### src/rtl/fir_result_reader.sv
// FIR result capture: aligns i_ce with pipeline latency, rescales/saturates, buffers in a FWFT FIFO.
// Optional macro FIR_READER_SATCNT_EN adds o_sat_count, a 16-bit count of clipped samples.
module fir_result_reader #(
  parameter int RESULT_W   = 31,
  parameter int OUT_W      = 16,
  parameter int SHIFT      = 12,
  parameter int LATENCY    = 3,
  parameter int FIFO_DEPTH = 8
) (
  input  logic                          i_clk,
  input  logic                          i_reset,
  input  logic                          i_ce,
  input  logic signed [RESULT_W-1:0]    i_result,
  output logic signed [OUT_W-1:0]       o_data,
  output logic                          o_valid,
  input  logic                          i_ready,
  output logic [$clog2(FIFO_DEPTH):0]   o_count,
  output logic                          o_overflow,
  input  logic                          i_clear_ovf
`ifdef FIR_READER_SATCNT_EN
  ,
  output logic [15:0]                   o_sat_count
`endif
);

  localparam int AW = $clog2(FIFO_DEPTH);
  localparam int CW = AW + 1;

  localparam logic signed [RESULT_W:0] HALF    = (RESULT_W+1)'(64'd1 << (SHIFT-1));
  localparam logic signed [RESULT_W:0] SAT_MAX = {{(RESULT_W+2-OUT_W){1'b0}}, {(OUT_W-1){1'b1}}};
  localparam logic signed [RESULT_W:0] SAT_MIN = {{(RESULT_W+2-OUT_W){1'b1}}, {(OUT_W-1){1'b0}}};

  // One extra bit of headroom keeps the rounding add from wrapping.
  function automatic logic signed [RESULT_W:0] round_shift(input logic signed [RESULT_W-1:0] x);
    logic signed [RESULT_W:0] ext;
    ext = $signed({x[RESULT_W-1], x}) + HALF;
    return ext >>> SHIFT;
  endfunction

  function automatic logic signed [OUT_W-1:0] saturate(input logic signed [RESULT_W:0] r);
    if (r > SAT_MAX) return SAT_MAX[OUT_W-1:0];
    if (r < SAT_MIN) return SAT_MIN[OUT_W-1:0];
    return r[OUT_W-1:0];
  endfunction

  function automatic logic is_clip(input logic signed [RESULT_W:0] r);
    return (r > SAT_MAX) || (r < SAT_MIN);
  endfunction

  logic [LATENCY-1:0]       ce_dly_q, ce_dly_d;
  logic [AW-1:0]            wr_ptr_q, wr_ptr_d;
  logic [AW-1:0]            rd_ptr_q, rd_ptr_d;
  logic [CW-1:0]            count_q, count_d;
  logic                     ovf_q, ovf_d;
  logic signed [OUT_W-1:0]  hold_q, hold_d;
  logic signed [OUT_W-1:0]  mem_q [FIFO_DEPTH];

  logic signed [RESULT_W:0] scaled_p0;
  logic signed [OUT_W-1:0]  sample_p0;
  logic                     cap_p0, full, pop, push, drop;

`ifdef FIR_READER_SATCNT_EN
  logic        clip_p0;
  logic [15:0] sat_cnt_q, sat_cnt_d;
`endif

  // Stage 0: capture decision, rescale, FIFO bookkeeping
  always_comb begin
    cap_p0    = ce_dly_q[LATENCY-1];
    scaled_p0 = round_shift(i_result);
    sample_p0 = saturate(scaled_p0);
    full      = (count_q == CW'(FIFO_DEPTH));
    pop       = (count_q != '0) && i_ready;
    push      = cap_p0 && (!full || pop);
    drop      = cap_p0 && full && !pop;

    ce_dly_d    = ce_dly_q << 1;
    ce_dly_d[0] = i_ce;
    wr_ptr_d    = push ? wr_ptr_q + 1'b1 : wr_ptr_q;
    rd_ptr_d    = pop  ? rd_ptr_q + 1'b1 : rd_ptr_q;
    count_d     = count_q + CW'(push) - CW'(pop);
    hold_d      = pop ? mem_q[rd_ptr_q] : hold_q;
    ovf_d       = drop | (ovf_q & ~i_clear_ovf);
  end

`ifdef FIR_READER_SATCNT_EN
  always_comb begin
    clip_p0   = push && is_clip(scaled_p0);
    sat_cnt_d = sat_cnt_q;
    if (i_clear_ovf)
      sat_cnt_d = {15'd0, clip_p0};
    else if (clip_p0 && sat_cnt_q != 16'hFFFF)
      sat_cnt_d = sat_cnt_q + 16'd1;
  end

  always_ff @(posedge i_clk) begin
    if (i_reset) sat_cnt_q <= '0;
    else         sat_cnt_q <= sat_cnt_d;
  end

  assign o_sat_count = sat_cnt_q;
`endif

  // Stage 1: registered FIFO state
  always_ff @(posedge i_clk) begin
    if (i_reset) begin
      ce_dly_q <= '0;
      wr_ptr_q <= '0;
      rd_ptr_q <= '0;
      count_q  <= '0;
      ovf_q    <= 1'b0;
      hold_q   <= '0;
    end else begin
      ce_dly_q <= ce_dly_d;
      wr_ptr_q <= wr_ptr_d;
      rd_ptr_q <= rd_ptr_d;
      count_q  <= count_d;
      ovf_q    <= ovf_d;
      hold_q   <= hold_d;
    end
  end

  always_ff @(posedge i_clk) begin
    if (push) mem_q[wr_ptr_q] <= sample_p0;
  end

  // Empty FIFO shows the most recently popped word.
  assign o_valid    = (count_q != '0);
  assign o_data     = o_valid ? mem_q[rd_ptr_q] : hold_q;
  assign o_count    = count_q;
  assign o_overflow = ovf_q;

endmodule
### config.mk
export PLATFORM = sky130hd
export DESIGN_NAME = fir_result_reader
export DESIGN_NICKNAME = d
export VERILOG_FILES = /design/src/rtl/fir_result_reader.sv
export SDC_FILE = /design/constraint.sdc
export NUM_CORES = 1
export LEC_CHECK = 0
export CORE_MARGIN = 2
export CORE_UTILIZATION = 35
export CTS_CLUSTER_DIAMETER = 40
export DETAILED_ROUTE_END_ITERATION = 12
export GPL_TIMING_DRIVEN = 0
export MAX_ROUTING_LAYER = met4
export PLACE_DENSITY = 0.58
export SLEW_MARGIN = 20
export SYNTH_ARGS = -nofsm -noshare
export SYNTH_HDL_FRONTEND = slang
export SYNTH_SLANG_ARGS = --single-unit
### constraint.sdc
create_clock -name i_clk -period 3.1 [get_ports i_clk]
set_input_delay 0.465 -clock i_clk [delete_from_list [all_inputs] [get_ports i_clk]]
set_output_delay 0.465 -clock i_clk [all_outputs]
set_load 0.05 [all_outputs]
======== After elaboration in Yosys (flattened, before gate mapping) ========
Memory sizes are Yosys's and may differ from the RTL's. A register that Yosys moved wholly into a read port is not among the register bits.
Index checks and enable logic that the tools add are counted.
cells by class
  add/subtract/negate cells ............... 5
  order comparisons ....................... 2
  equal/unequal tests ..................... 1
  mux-type cells .......................... 12
  bitwise logic cells ..................... 3
  reductions and logical operators ........ 8
operators by type and width
  kind                                                                    number
  16-bit two-way mux                                                      5
  31-bit by 13-bit adder with 32-bit output, second input constant        1
  20-bit by 16-bit > comparator with 1-bit output, second input constant  1
  20-bit by 16-bit < comparator with 1-bit output, second input constant  1
  3-bit by 1-bit adder with 3-bit output, second input constant           2
  3-bit two-way mux                                                       2
  1-bit two-way mux                                                       5
  4-bit by 1-bit adder with 4-bit output                                  1
  4-bit equality test, second input constant                              1
  1-bit logical AND                                                       4
  4-bit nonzero test                                                      1
  4-bit by 1-bit subtractor with 4-bit output                             1
  1-bit logical NOT                                                       2
  1-bit AND                                                               1
  1-bit logical OR                                                        1
  1-bit inverter                                                          1
  1-bit OR                                                                1
storage, ports and cells
  register bits ........................... 30
  RAM bits ................................ 128
  output and inout port bits .............. 22
  logic and storage cells ................. 38
  memories kept ........................... 1
memory list
  name   words  width  rd ports  clocked after memory_dff  write ports  RTL line  RTL
  mem_q  8      16     1         1                         1            56        logic signed [OUT_W-1:0] mem_q [FIFO_DEPTH];

======== Logic depth before layout (Yosys ltp) ========
  depth in word-level cells ............... 6
  depth in mapped cells ................... 13
  depth with buffers taken out ............ 13

======== Least setup slack after synthesis ========
OpenSTA, ideal clock, no wires.
  path kind ............................... reg2reg
  from .................................... register count_q[2], in the netlist o_count[2]
  to ...................................... memory mem_q[0][0] (enable)
  setup time .............................. 409 ps
  data arrival time ....................... 2662 ps
  data required time ...................... 2691 ps
  setup slack ............................. 29 ps
  stages on the path, launching flop included .. 8
  buffers on the path ..................... 0
  cells stage by stage .................... dfxtp_1 > inv_1 > ha_1 > nand2b_1 > nand3_1 > and2_1 > nand2b_1 > nor3_1
on the way
  longest elaborated chain between the ends .. 6
  elaborated cells between the ends (all ways) .. 8
  those cells by class .................... 1 x eq/ne; 2 x mux; 5 x reduce/logical
RTL lines
  what                                                              RTL line  RTL
  start, declared                                                   53        logic [CW-1:0] count_q, count_d;
  start signal, assigned                                            117       count_q <= count_d;
  4-bit equality test / 4-bit nonzero test (equally long branches)  72, 73
  1-bit logical NOT / 1-bit logical AND (equally long branches)     74, 73
  1-bit logical OR *                                                74        push = cap_p0 && (!full || pop);
  1-bit logical AND *                                               74
  1-bit two-way mux *                                               124       if (push) mem_q[wr_ptr_q] <= sample_p0;
  1-bit two-way mux (not written as such) *                         124
  end, declared                                                     56
Mark *: on every way between the ends. The rest lies on a longest branch, timed or not.

==> flow_summary.ini <==
[outcome]
status = completed

[synthesis]
synth_area_leader_cell = edfxtp_1
synth-edff-count = 128
synthMostInstantiatedCell = edfxtp_1
yosysWarnings = 0
seq_area_frac_synth_pct = 65.2
synth_area_leaders = edfxtp_1 (56%), mux4_2 (10%), dfxtp_1 (9.6%)
synth_cell_types = 41
synth.cells.most_frequent = edfxtp_1 (128), nor2_1 (64), dfxtp_1 (33)
synth_nets = 507
synth_ff_type = edfxtp_1
synthCells = 461
syn-cell-area_mm2 = 0.00691
synth.ff_latch_count = 161
ys_async_sr_fraction_pct = 0
avgSynthCellArea_um2 = 15.0
yosysTopAreaCellShare_pct = 55.6

[route]
wl_per_cell_um = 17.5
ant_nets = 0
vias_per_cell = 4.90
routed_wl_um = 14200
num_vias = 3970
drc = 0
drtIter0Drc = 320
drt_pass1_iterations = 4

[sta]
hold_violations = 0
fmax_mhz = 335
setup_viol = 0
final.setup.tns_ns = 0
fin_crit_sh_pct = 96.2
grt_setup_unrepaired = no
slew_headroom_pct = 57.9
clock_skew_ns = 0.00786
slew_viol_final = 0
tightest_slew_ns = 0.628
min_period_ns = 2.98

[cells_and_area]
layout-drive-gt1-share_pct = 21.6
final_cells = 811
diodes = 0
fin_nets = 579
area_delta_synth_final_pct = 22.1

[cts]
cts-root-buf = clkbuf_16
cts_buffers = 17
clock_sinks = 161
path_clk_slew_ns = 0.06
cts_max_level = 4
insertion_delay_ns = 0.42
cts_tree = built
cts_buffer_depth = 2

[placed_design]
numPortBuffers = 46
dp.cells = 782
dpl.hpwl_um = 10200
routabilityCongestion = 0.856

[global_routing]
grtUsageTotal_pct = 15.2
grt_max_degree = 17
grt_pass1_wl_um = 22500
overflow = 0
grt_pass1_vias = 4078
antenna_found_initial = 0

[floorplanning]
num_rows = 51
die_w_um = 145
core_area_mm2 = 0.0194
design.die.area_mm2 = 0.0209
fp.dieH_um = 145
io_pins = 58
initial_core_util_pct = 35.6

[pwr]
total_power_w = 0.00701
power_density_mw_per_mm2 = 831
worst_ir_drop_vdd_mv = 0.396
p_leak_nw = 2.75

[critical_path]
arrival_ns = 2.52
r2r_cells = 12
cp.required_ns = 2.63
criticalPathCategory = reg2out
start_kind = flip-flop
cp-end-kind = primary output
ff2ff_setup_slack_ns = 0.36
timing.rr.end = o_count[2]
path_max_fanout = 10
rr_startpoint = o_count[2]

[hold_path]
min_to = ce_dly_q[1]
hp-class = reg2reg
holdPathStages = 1
holdCritStartpoint = ce_dly_q[0]

[job]
maxCapViolations = 0
[power breakdown]
group | switching (W) | internal, W
logic | 0.00174 | 0.000904
registers | 0.0000855 | 0.00247
clock network | 0.000795 | 0.00101
[cell type report]
cell class | instances | area, µm²
Buffer | 20 | 120
Clock buffer | 21 | 440
Clock inverter | 11 | 66.3
Fill cell | 1745 | 11000
Inverter | 10 | 37.5
Multi-Input combinational cell | 267 | 2360
Sequential cell | 161 | 4510
Tap cell | 265 | 332
Timing Repair Buffer | 56 | 573
[sequential cells by signal (all words and copies together), names as in the netlist, named ones only]
register	flops
o_count	4
rd_ptr_q	3
ce_dly_q	3
mem_q	128
o_overflow	1
hold_q	16
wr_ptr_q	3
[cell usage in the layout (no fill, tap or decap), types with 6 or more instances in the layout]
| cell type | synthesis | final |
|---|---|---|
| nor3_1 | 13 | 11 |
| a21oi_1 | 20 | 20 |
| mux4_2 | 32 | 32 |
| a211oi_1 | 17 | 17 |
| nand2_1 | 16 | 16 |
| buf_6 | 1 | 10 |
| clkbuf_16 | 0 | 17 |
| nand3_1 | 7 | 7 |
| clkinv_2 | 0 | 7 |
| clkbuf_1 | 17 | 12 |
| nor3_4 | 0 | 8 |
| nor2_2 | 0 | 6 |
| clkdlybuf4s50_1 | 0 | 29 |
| dfxtp_1 | 33 | 32 |
| mux2i_1 | 17 | 12 |
| edfxtp_1 | 128 | 128 |
| inv_1 | 10 | 10 |
| xor2_1 | 10 | 10 |
| dlygate4sd2_1 | 0 | 15 |
| nor2_1 | 64 | 58 |
| xnor2_1 | 10 | 10 |
| ha_1 | 9 | 9 |
[how the worst max path moves through the flow]
stage                     depth (start not counted)           end         start  slack (ns)
after floorplan                                   7   mem_q[0][0]    o_count[2]        0.03
after global placement                            6   mem_q[0][6]       i_ready       -1.09
after detailed placement                          8  mem_q[1][11]  i_result[12]       -0.47
after CTS                                         5     o_data[6]     flip-flop       -0.02
after global routing                              9  mem_q[3][14]  i_result[11]        0.02
final                                             5    o_data[10]     flip-flop        0.12
[kinds of logic after synthesis]
logic type | count (synthesis) | share of synthesized area, %
AOI/OAI and AO/OA | 47 | 4.40
xor gates and xnor gates | 21 | 2.77
adders and majority gates | 10 | 1.92
buffers and inverters | 33 | 2.03
DFF | 161 | 65.2
muxes | 49 | 12.9
and+or+nand+nor | 140 | 10.8
[timing repair]
item / 4_1_cts / 5_1_grt
hold buffers: 0 / 0
pin swaps: 0 / 1
setup buffers: 0 / 0
resized for setup: 34 / 17
endpoints found under the setup margin: 24 / 116
hold endpoints to repair: 0 / 0
[worst max-delay path: stages, from the launching register on]
cell	delay, ns
dfxtp_1	0.42
clkbuf_2	0.39
mux4_2	0.37
mux2i_1	0.35
a21oi_1	0.12
dlygate4sd2_1	0.44
[per-stage QoR]
stage | hold WS (ns) | util [%] | setup WS [ns] | cell area, µm²
final | 0.436 | 43.5 | 0.119 | 8430
after global routing | 0.456 | 43.5 | 0.0225 | 8430
after CTS | 0.439 | 43.2 | -0.0248 | 8380
after detailed placement | 0.434 | 40.5 | -0.469 | 7860
after global placement | 0.436 | 39.7 | -1.09 | 7700
after floorplan | 0.414 | - | 0.0290 | 6910
[layer usage]
metal	global-route usage [%]	part of all wire, %
met5	-	0
met4	4.14	0.94
met3	3.91	5.4
met2	24.4	49
met1	19.2	44
Note: power is estimated with default switching activity, not from simulation.
